===== config.mk =====
export PLATFORM = sky130hd
export DESIGN_NAME = pkt_meta_align_flat
export DESIGN_NICKNAME = d
export VERILOG_FILES = /design/src/rtl/pkt_meta_align_if.sv /design/src/rtl/pkt_meta_align.sv /design/src/flat_wrapper.sv
export SDC_FILE = /design/constraint.sdc
export NUM_CORES = 1
export LEC_CHECK = 0
export ABC_AREA = 1
export BUFFER_PORTS_ARGS = -buffer_cell sky130_fd_sc_hd__buf_2
export CAP_MARGIN = 40
export CORE_AREA = 2 2 479 481
export DETAILED_ROUTE_END_ITERATION = 6
export DIE_AREA = 0 0 481 483
export SLEW_MARGIN = 10
export SYNTH_ARGS = -nofsm -noshare
export SYNTH_HDL_FRONTEND = slang
export SYNTH_SLANG_ARGS = --single-unit

===== constraint.sdc =====
create_clock -name s_axis_aclk -period 2.3 [get_ports s_axis_aclk]
set_clock_uncertainty 0.1 [all_clocks]
set_input_delay 0.115 -clock s_axis_aclk [delete_from_list [all_inputs] [get_ports s_axis_aclk]]
set_output_delay 0.115 -clock s_axis_aclk [all_outputs]
set_load 0.05 [all_outputs]

===== src/rtl/pkt_meta_align_if.sv =====
// rtl/pkt_meta_align_if.sv - AXI-stream style bundle shared by ingress and egress ports
// The master drives the payload and tvalid/tlast, the slave drives tready.
interface pkt_meta_align_if #(
   parameter int TDATA_NUM_BYTES = 64
) ();
   logic [TDATA_NUM_BYTES*8-1:0] tdata;
   logic [TDATA_NUM_BYTES-1:0]   tkeep;
   logic                         tvalid;
   logic                         tlast;
   logic                         tready;

   modport master (output tdata, output tkeep, output tvalid, output tlast, input tready);
   modport slave  (input tdata, input tkeep, input tvalid, input tlast, output tready);
endinterface


===== src/rtl/pkt_meta_align.sv =====
// rtl/pkt_meta_align.sv - pairs queued per-packet metadata with a registered AXI-stream packet
// Statistics counters exist only when PKT_META_ALIGN_STATS_EN is defined.
module pkt_meta_align #(
   parameter int TDATA_NUM_BYTES      = 64,
   parameter int USER_META_DATA_WIDTH = 9,
   parameter int META_FIFO_DEPTH      = 4
) (
   input  logic                            s_axis_aclk,
   input  logic                            s_axis_aresetn,
   pkt_meta_align_if.slave                 s_axis,
   pkt_meta_align_if.master                m_axis,
   input  logic [USER_META_DATA_WIDTH-1:0] user_metadata_in,
   input  logic                            user_metadata_in_valid,
   output logic [USER_META_DATA_WIDTH-1:0] user_metadata_out,
   output logic                            user_metadata_out_valid,
   output logic                            meta_overflow,
   output logic [31:0]                     pkt_count,
   output logic [15:0]                     meta_drop_count
);
   localparam int AW = $clog2(META_FIFO_DEPTH);
   localparam int DW = TDATA_NUM_BYTES * 8;

   typedef enum logic {IDLE, PKT} state_t;
   state_t state, state_nxt;

   logic [USER_META_DATA_WIDTH-1:0] meta_mem [META_FIFO_DEPTH];
   logic [AW:0]                     wr_ptr, rd_ptr;
   logic                            fifo_empty, fifo_full;
   logic                            egress_free, ready, accept, pop, push, drop;
   logic [DW-1:0]                   tdata_q;
   logic [TDATA_NUM_BYTES-1:0]      tkeep_q;
   logic                            tvalid_q, tlast_q;

   assign fifo_empty  = (wr_ptr == rd_ptr);
   assign fifo_full   = (wr_ptr[AW] != rd_ptr[AW]) && (wr_ptr[AW-1:0] == rd_ptr[AW-1:0]);
   assign egress_free = !tvalid_q || m_axis.tready;
   assign accept      = s_axis.tvalid && ready;
   assign pop         = accept && s_axis.tlast;
   // A pop in the same cycle frees the slot, so a push while full is still taken.
   assign push        = user_metadata_in_valid && (!fifo_full || pop);
   assign drop        = user_metadata_in_valid && fifo_full && !pop;

   always_ff @(posedge s_axis_aclk or negedge s_axis_aresetn) begin
      if (!s_axis_aresetn) state <= IDLE;
      else                 state <= state_nxt;
   end

   always_comb begin
      state_nxt = state;
      if (accept) state_nxt = s_axis.tlast ? IDLE : PKT;
   end

   always_comb begin
      ready = egress_free && ((state == PKT) || !fifo_empty);
   end

   always_ff @(posedge s_axis_aclk or negedge s_axis_aresetn) begin
      if (!s_axis_aresetn) begin
         wr_ptr <= '0;
         rd_ptr <= '0;
      end else begin
         if (push) wr_ptr <= wr_ptr + (AW+1)'(1);
         if (pop)  rd_ptr <= rd_ptr + (AW+1)'(1);
      end
   end

   always_ff @(posedge s_axis_aclk) begin
      if (push) meta_mem[wr_ptr[AW-1:0]] <= user_metadata_in;
   end

   always_ff @(posedge s_axis_aclk or negedge s_axis_aresetn) begin
      if (!s_axis_aresetn) begin
         tvalid_q <= 1'b0;
         tlast_q  <= 1'b0;
         tdata_q  <= '0;
         tkeep_q  <= '0;
      end else if (egress_free) begin
         tvalid_q <= accept;
         if (accept) begin
            tdata_q <= s_axis.tdata;
            tkeep_q <= s_axis.tkeep;
            tlast_q <= s_axis.tlast;
         end
      end
   end

   // Head is read before any same-cycle overwrite of its slot lands.
   always_ff @(posedge s_axis_aclk or negedge s_axis_aresetn) begin
      if (!s_axis_aresetn) begin
         user_metadata_out <= '0;
         meta_overflow     <= 1'b0;
      end else begin
         if (pop)  user_metadata_out <= meta_mem[rd_ptr[AW-1:0]];
         if (drop) meta_overflow     <= 1'b1;
      end
   end

   assign user_metadata_out_valid = tvalid_q && m_axis.tready && tlast_q;
   assign s_axis.tready = ready;
   assign m_axis.tdata  = tdata_q;
   assign m_axis.tkeep  = tkeep_q;
   assign m_axis.tvalid = tvalid_q;
   assign m_axis.tlast  = tlast_q;

`ifdef PKT_META_ALIGN_STATS_EN
   always_ff @(posedge s_axis_aclk or negedge s_axis_aresetn) begin
      if (!s_axis_aresetn) begin
         pkt_count       <= '0;
         meta_drop_count <= '0;
      end else begin
         if (user_metadata_out_valid) pkt_count <= pkt_count + 32'd1;
         if (drop && (meta_drop_count != 16'hFFFF)) meta_drop_count <= meta_drop_count + 16'd1;
      end
   end
`else
   assign pkt_count       = 32'd0;
   assign meta_drop_count = 16'd0;
`endif
endmodule

===== src/flat_wrapper.sv =====
// flat-port wrapper written by rule: the top's interface ports become plain ports
module pkt_meta_align_flat 
#(
   parameter int TDATA_NUM_BYTES      = 64,
   parameter int USER_META_DATA_WIDTH = 9,
   parameter int META_FIFO_DEPTH      = 4
)
  (s_axis_aclk, s_axis_aresetn, user_metadata_in, user_metadata_in_valid, user_metadata_out, user_metadata_out_valid, meta_overflow, pkt_count, meta_drop_count, s_axis_tdata, s_axis_tkeep, s_axis_tvalid, s_axis_tlast, s_axis_tready, m_axis_tdata, m_axis_tkeep, m_axis_tvalid, m_axis_tlast, m_axis_tready);
  pkt_meta_align_if #(.TDATA_NUM_BYTES(TDATA_NUM_BYTES)) s_axis_i ();
  pkt_meta_align_if #(.TDATA_NUM_BYTES(TDATA_NUM_BYTES)) m_axis_i ();
  input  logic s_axis_aclk;
  input  logic s_axis_aresetn;
  input  logic [USER_META_DATA_WIDTH-1:0] user_metadata_in;
  input  logic user_metadata_in_valid;
  output logic [USER_META_DATA_WIDTH-1:0] user_metadata_out;
  output logic user_metadata_out_valid;
  output logic meta_overflow;
  output logic [31:0] pkt_count;
  output logic [15:0] meta_drop_count;
  input wire logic [$bits(s_axis_i.tdata)-1:0] s_axis_tdata;
  input wire logic [$bits(s_axis_i.tkeep)-1:0] s_axis_tkeep;
  input wire logic [$bits(s_axis_i.tvalid)-1:0] s_axis_tvalid;
  input wire logic [$bits(s_axis_i.tlast)-1:0] s_axis_tlast;
  output wire logic [$bits(s_axis_i.tready)-1:0] s_axis_tready;
  output wire logic [$bits(m_axis_i.tdata)-1:0] m_axis_tdata;
  output wire logic [$bits(m_axis_i.tkeep)-1:0] m_axis_tkeep;
  output wire logic [$bits(m_axis_i.tvalid)-1:0] m_axis_tvalid;
  output wire logic [$bits(m_axis_i.tlast)-1:0] m_axis_tlast;
  input wire logic [$bits(m_axis_i.tready)-1:0] m_axis_tready;
  assign s_axis_i.tdata = s_axis_tdata;
  assign s_axis_i.tkeep = s_axis_tkeep;
  assign s_axis_i.tvalid = s_axis_tvalid;
  assign s_axis_i.tlast = s_axis_tlast;
  assign s_axis_tready = s_axis_i.tready;
  assign m_axis_tdata = m_axis_i.tdata;
  assign m_axis_tkeep = m_axis_i.tkeep;
  assign m_axis_tvalid = m_axis_i.tvalid;
  assign m_axis_tlast = m_axis_i.tlast;
  assign m_axis_i.tready = m_axis_tready;
  pkt_meta_align #(.TDATA_NUM_BYTES(TDATA_NUM_BYTES), .USER_META_DATA_WIDTH(USER_META_DATA_WIDTH), .META_FIFO_DEPTH(META_FIFO_DEPTH)) u_core (.s_axis_aclk(s_axis_aclk), .s_axis_aresetn(s_axis_aresetn), .s_axis(s_axis_i), .m_axis(m_axis_i), .user_metadata_in(user_metadata_in), .user_metadata_in_valid(user_metadata_in_valid), .user_metadata_out(user_metadata_out), .user_metadata_out_valid(user_metadata_out_valid), .meta_overflow(meta_overflow), .pkt_count(pkt_count), .meta_drop_count(meta_drop_count));
endmodule

---- Yosys cells after proc, flatten, opt, wreduce, memory -nomap -nowiden ----
Memories as Yosys holds them, arrays and structs flattened. A register that Yosys moved wholly into a read port is not among the register bits.
Cells that the tools add are included.
operators by class
  add/subtract/negate cells ............... 2
  eq/ne operators ......................... 3
  mux-type cells .......................... 3
  reduce and logical (&&, ||, !) cells .... 18
operators by type and width
  operator               number
  $logic_and A1 B1 Y1    9
  $add A3 B1 Y3 const B  2
  $logic_not A1 Y1       5
  $eq A3 B3 Y1           1
  $logic_or A1 B1 Y1     3
  $mux W1                3
  $eq A2 B2 Y1           1
  $reduce_and A2 Y1      1
  $ne A1 B1 Y1           1
word-level totals
  register bits ........................... 586
  RAM bits ................................ 36
  input port bits ......................... 591
  output and inout bits ................... 638
  logic and storage cells ................. 35
  memories kept ........................... 1
memory list
  memory           depth  width  read ports  clocked after memory_dff  wr ports  RTL line              text
  u_core.meta_mem  4      9      1           1                         1         pkt_meta_align.sv:26  logic [USER_META_DATA_WIDTH-1:0] meta_mem [META_FIFO_DEPTH];

---- Longest topological paths before layout ----
  word-level depth ........................ 10
  mapped depth ............................ 12
  gate-level depth less buffers ........... 10

---- Least setup slack after synthesis ----
OpenSTA, ideal clock, no wires.
  kind .................................... register to output
  start point ............................. register u_core.tvalid_q (netlist: u_core.m_axis.tvalid)
  end point ............................... output s_axis_tready
  arrival ................................. 1,932 ps
  data required time ...................... 2,085 ps
  path slack .............................. 153 ps
  stages on the path, launching flop included .. 3
  buffers on the path ..................... 0
  cell sequence ........................... dfrtp_1 > nand2_1 > a21boi_0
on the way
  word-level cells in the longest chain between the ends .. 3
ends and longest elaborated chain
  what                    RTL line              text
  start, declared         pkt_meta_align.sv:32  logic tvalid_q, tlast_q;
  start signal, assigned  pkt_meta_align.sv:78  tvalid_q <= accept;
  $logic_not A1 Y1        pkt_meta_align.sv:36  assign egress_free = !tvalid_q || m_axis.tready;
  $logic_or A1 B1 Y1      pkt_meta_align.sv:36
  $logic_and A1 B1 Y1     pkt_meta_align.sv:54  ready = egress_free && ((state == PKT) || !fifo_empty);
  end, declared           flat_wrapper.sv:24    output wire logic [$bits(s_axis_i.tready)-1:0] s_axis_tready;
No other way between the ends.

---- Worst setup path after layout ----
  start point ............................. register u_core.wr_ptr[1]
  end point ............................... register u_core.tdata_q[162] (netlist: u_core.m_axis.tdata[162])
on the way
  word-level cells in the longest chain between the ends .. 6
ends and longest elaborated chain
  what                                RTL line              text
  start, declared                     pkt_meta_align.sv:27  logic [AW:0] wr_ptr, rd_ptr;
  start signal, assigned              pkt_meta_align.sv:62  if (push) wr_ptr <= wr_ptr + (AW+1)'(1);
  $eq A3 B3 Y1                        pkt_meta_align.sv:34  assign fifo_empty = (wr_ptr == rd_ptr);
  $logic_not A1 Y1                    pkt_meta_align.sv:54
  $logic_or A1 B1 Y1                  pkt_meta_align.sv:54
  $logic_and A1 B1 Y1                 pkt_meta_align.sv:54
  $logic_and A1 B1 Y1                 pkt_meta_align.sv:37  assign accept = s_axis.tvalid && ready;
  $reduce_and A2 Y1 (no source line)  --
  end signal, assigned                pkt_meta_align.sv:80  tdata_q <= s_axis.tdata;
  end, declared                       pkt_meta_align.sv:30  logic [DW-1:0] tdata_q;
No other way between the ends.
A chain may end at the register's enable or synchronous reset.

==> impl_metrics.json <==
{
  "arrival_ps": 2700,
  "antenna_left": 0,
  "synth_top_area_share_pct": 60.5,
  "clock_path_buffers": 3,
  "syn_area_um2": 24600,
  "clock-sinks": 631,
  "finalNetCount": 5313,
  "die_area_um2": 232000,
  "crit_slowest_cell": "dfrtp_1",
  "cts.clk_slew.worst_paths_ps": 60,
  "drtPass1Iterations": 7,
  "rows": 175,
  "violations": "design-rule violations",
  "cts_buffers": 82,
  "core-area_um2": 227000,
  "placed_area_um2": 34000,
  "netlist_top_cells_area": "dfrtp_1, nand2_1, edfxtp_1",
  "hold_viol": 0,
  "clock_latency_ps": 740,
  "cpMostUsedCell": "nand2_1",
  "critPathLaunchType": "flop",
  "finalCriticalPeriod_ps": 2180,
  "status": "finished with violations",
  "wire_per_inst_um": 25.2,
  "postLayoutCellArea_um2": 45500,
  "grt_max_degree": 99,
  "antenna_found_initial": 302,
  "fill_cells": 24900,
  "path_class": "flop to flop",
  "pwr_density_cell_nw_per_um2": 1430,
  "dieHeight_um": 483,
  "ys_seq_area_share_pct": 64.9,
  "cp_max_fo": 98,
  "drive_above_1_share_pct": 29.5,
  "avgViaCountPerCell": 3.44,
  "cts-root-buf": "clkbuf_16",
  "areaGrowthSynthToFinish_pct": 85.0,
  "placement.io_buffers": 1180,
  "first_global_vias": 26900,
  "critPathRequiredTime_ps": 2830,
  "setup.worst_path.end_class": "flop",
  "ir_drop_mv": 0.812,
  "slew_viol_final": 0,
  "io_pins": 1229,
  "dp_cells": 6821,
  "route.vias.total": 27200,
  "grt_overflow": 0,
  "stdcell_count": 7927,
  "period_share_pct": 94.6,
  "synth_cell_types": 24,
  "tritoncts": "done",
  "ys_ff_latch": 631,
  "synth.avg_cell_area_um2": 9.17,
  "grt_pass1_wl_mm": 254,
  "min_path_type": "input pin to flop",
  "yosys_warnings": 0,
  "grt_util_all_layers_pct": 16.5,
  "first_iter_violations": 1977,
  "slowest_delay_ps": 420,
  "power_leakage_nw": 23.4,
  "initial_utilization_pct": 10.8,
  "synth_top_area_cell": "dfrtp_1",
  "fin_setup_tns_ps": 0,
  "finalSetupViolCount": 0,
  "syn_inst": 2683,
  "rsz0062_at_grt": "false",
  "drv_cap": 0,
  "dpl.hpwl_mm": 166,
  "clock_tree.htree_level_count": 3,
  "gp_congestion": 0.915,
  "drc": 4,
  "max_freq_mhz": 460,
  "routed_wl_mm": 200,
  "die_w_um": 481,
  "crit_chain": "inv_1 -> nand2_1 -> nand2_1 -> nor2_2 -> nand2_1 -> nand3_4 -> clkinv_8 -> buf_12 -> nand2_1 -> nand2_1"
}
[report_power, final]
| part | switching [mW] | internal [mW] |
|---|---|---|
| registers | 2.48 | 15.5 |
| clock network | 5.84 | 7.88 |
| logic | 26.4 | 6.84 |
[layer usage]
layer	wire [um]	vias up	GRT usage, %	share of wire [%]
met5	1490	-	0	0.74
met4	10300	236	7.15	5.1
met3	28600	544	10.3	14
met2	81900	1487	24.0	41
met1	77600	12600	19.0	39
li1	-	12300	-	-
[placed cells by master (no fill, tap or decap), drive strengths merged]
master       netlist  layout
nand2           1783    1783
buf              180    1271
dlygate4sd3        0     814
dfrtp            595     595
diode              0     137
clkbuf             4     114
conb               1      48
edfxtp            36      36
nor2              24      24
clkinv             0      24
o21ai             20      20
inv               15      18
o22ai              9       9
bufinv             0       6
ha                 5       5
nand3              5       5
clkinvlp           0       3
nand4              1       1
nor3b              1       1
a21boi             1       1
xor2               1       1
o21bai             1       1
o21a               1       1
[final timing paths]
check / from / endpoint / slack, ps / depth (start not counted)
setup / recovery: u_core.wr_ptr[1]$_DFFE_PN0P_ / u_core.m_axis.tdata[162]$_DFFE_PN0P_ / 120 / 10
hold / removal: s_axis_tdata[466] / u_core.m_axis.tdata[466]$_DFFE_PN0P_ / 70 / 4
setup reg to reg: u_core.wr_ptr[1]$_DFFE_PN0P_ / u_core.m_axis.tdata[162]$_DFFE_PN0P_ / 120 / 10
hold reg to reg: u_core.m_axis.tdata[297]$_DFFE_PN0P_ / u_core.m_axis.tdata[297]$_DFFE_PN0P_ / 370 / 2
max in group asynchronous: s_axis_aresetn / u_core.m_axis.tdata[269]$_DFFE_PN0P_ / 1010 / 5
min in group asynchronous: s_axis_aresetn / u_core.m_axis.tdata[401]$_DFFE_PN0P_ / 590 / 4
[metrics by stage]
step	hold slack, ps	setup WS, ps	util [%]	total power [mW]
5_1_grt	9.98	14.5	20.0	68.0
4_1_cts	0.136	28.6	19.9	65.7
3_5_place_dp	-10.3	116	15.0	50.2
3_3_place_gp	-11.1	110	15.0	50.0
2_1_floorplan	-281	153	-	38.4
6_report	73.3	125	20.1	64.9
[state kept, by name (all words and copies together), names as in the netlist]
register,count
u_core.m_axis.tvalid,1
u_core.m_axis.tkeep,64
u_core.rd_ptr,3
u_core.meta_mem,36
u_core.meta_overflow,1
u_core.m_axis.tlast,1
u_core.state,1
u_core.wr_ptr,3
u_core.user_metadata_out,9
u_core.m_axis.tdata,512
[synth_stat cells, drive strengths merged]
cell type / number
nand2: 1783
dfrtp: 595
buf: 180
edfxtp: 36
nor2: 24
o21ai: 20
inv: 15
o22ai: 9
ha: 5
nand3: 5
clkbuf: 4
a21boi: 1
conb: 1
nand4: 1
nor3b: 1
o21a: 1
o21bai: 1
xor2: 1
[what timing repair did]
item	CTS	global route
buffers inserted	0	4
cloned	0	2
hold buffers	815	0
resized for setup	2	6
hold endpoints to repair	1262	0
pin swaps	0	1
setup endpoints to repair	1	49
[critical path: cells and delay by family (launching register included)]
kind | cells | cell delay, ps
buf+inv | 3 | 670
flops | 1 | 420
simple gates | 7 | 780
[logic make-up after synthesis]
kind of cell | Yosys count | share of synthesized area (%)
simple gates | 1814 | 27.7
flops | 631 | 64.9
buf+inv | 199 | 6.33
compound gates | 32 | 0.727
fa+ha+maj | 5 | 0.254
xor+xnor | 1 | 0.0356
other cells | 1 | 0.0152
[area by class of cell]
cell class	count	area [um2]	share of cell area, %
clock inverter	36	544	1.20
antenna	137	343	0.753
timing repair buffer	2087	15200	33.5
tap	3009	3760	8.27
sequential	631	16000	35.1
multi-input combinational	1900	7270	16.0
clock buffer	112	2320	5.11
inverter	15	68.8	0.151
Power figures use the tool's default switching activity.
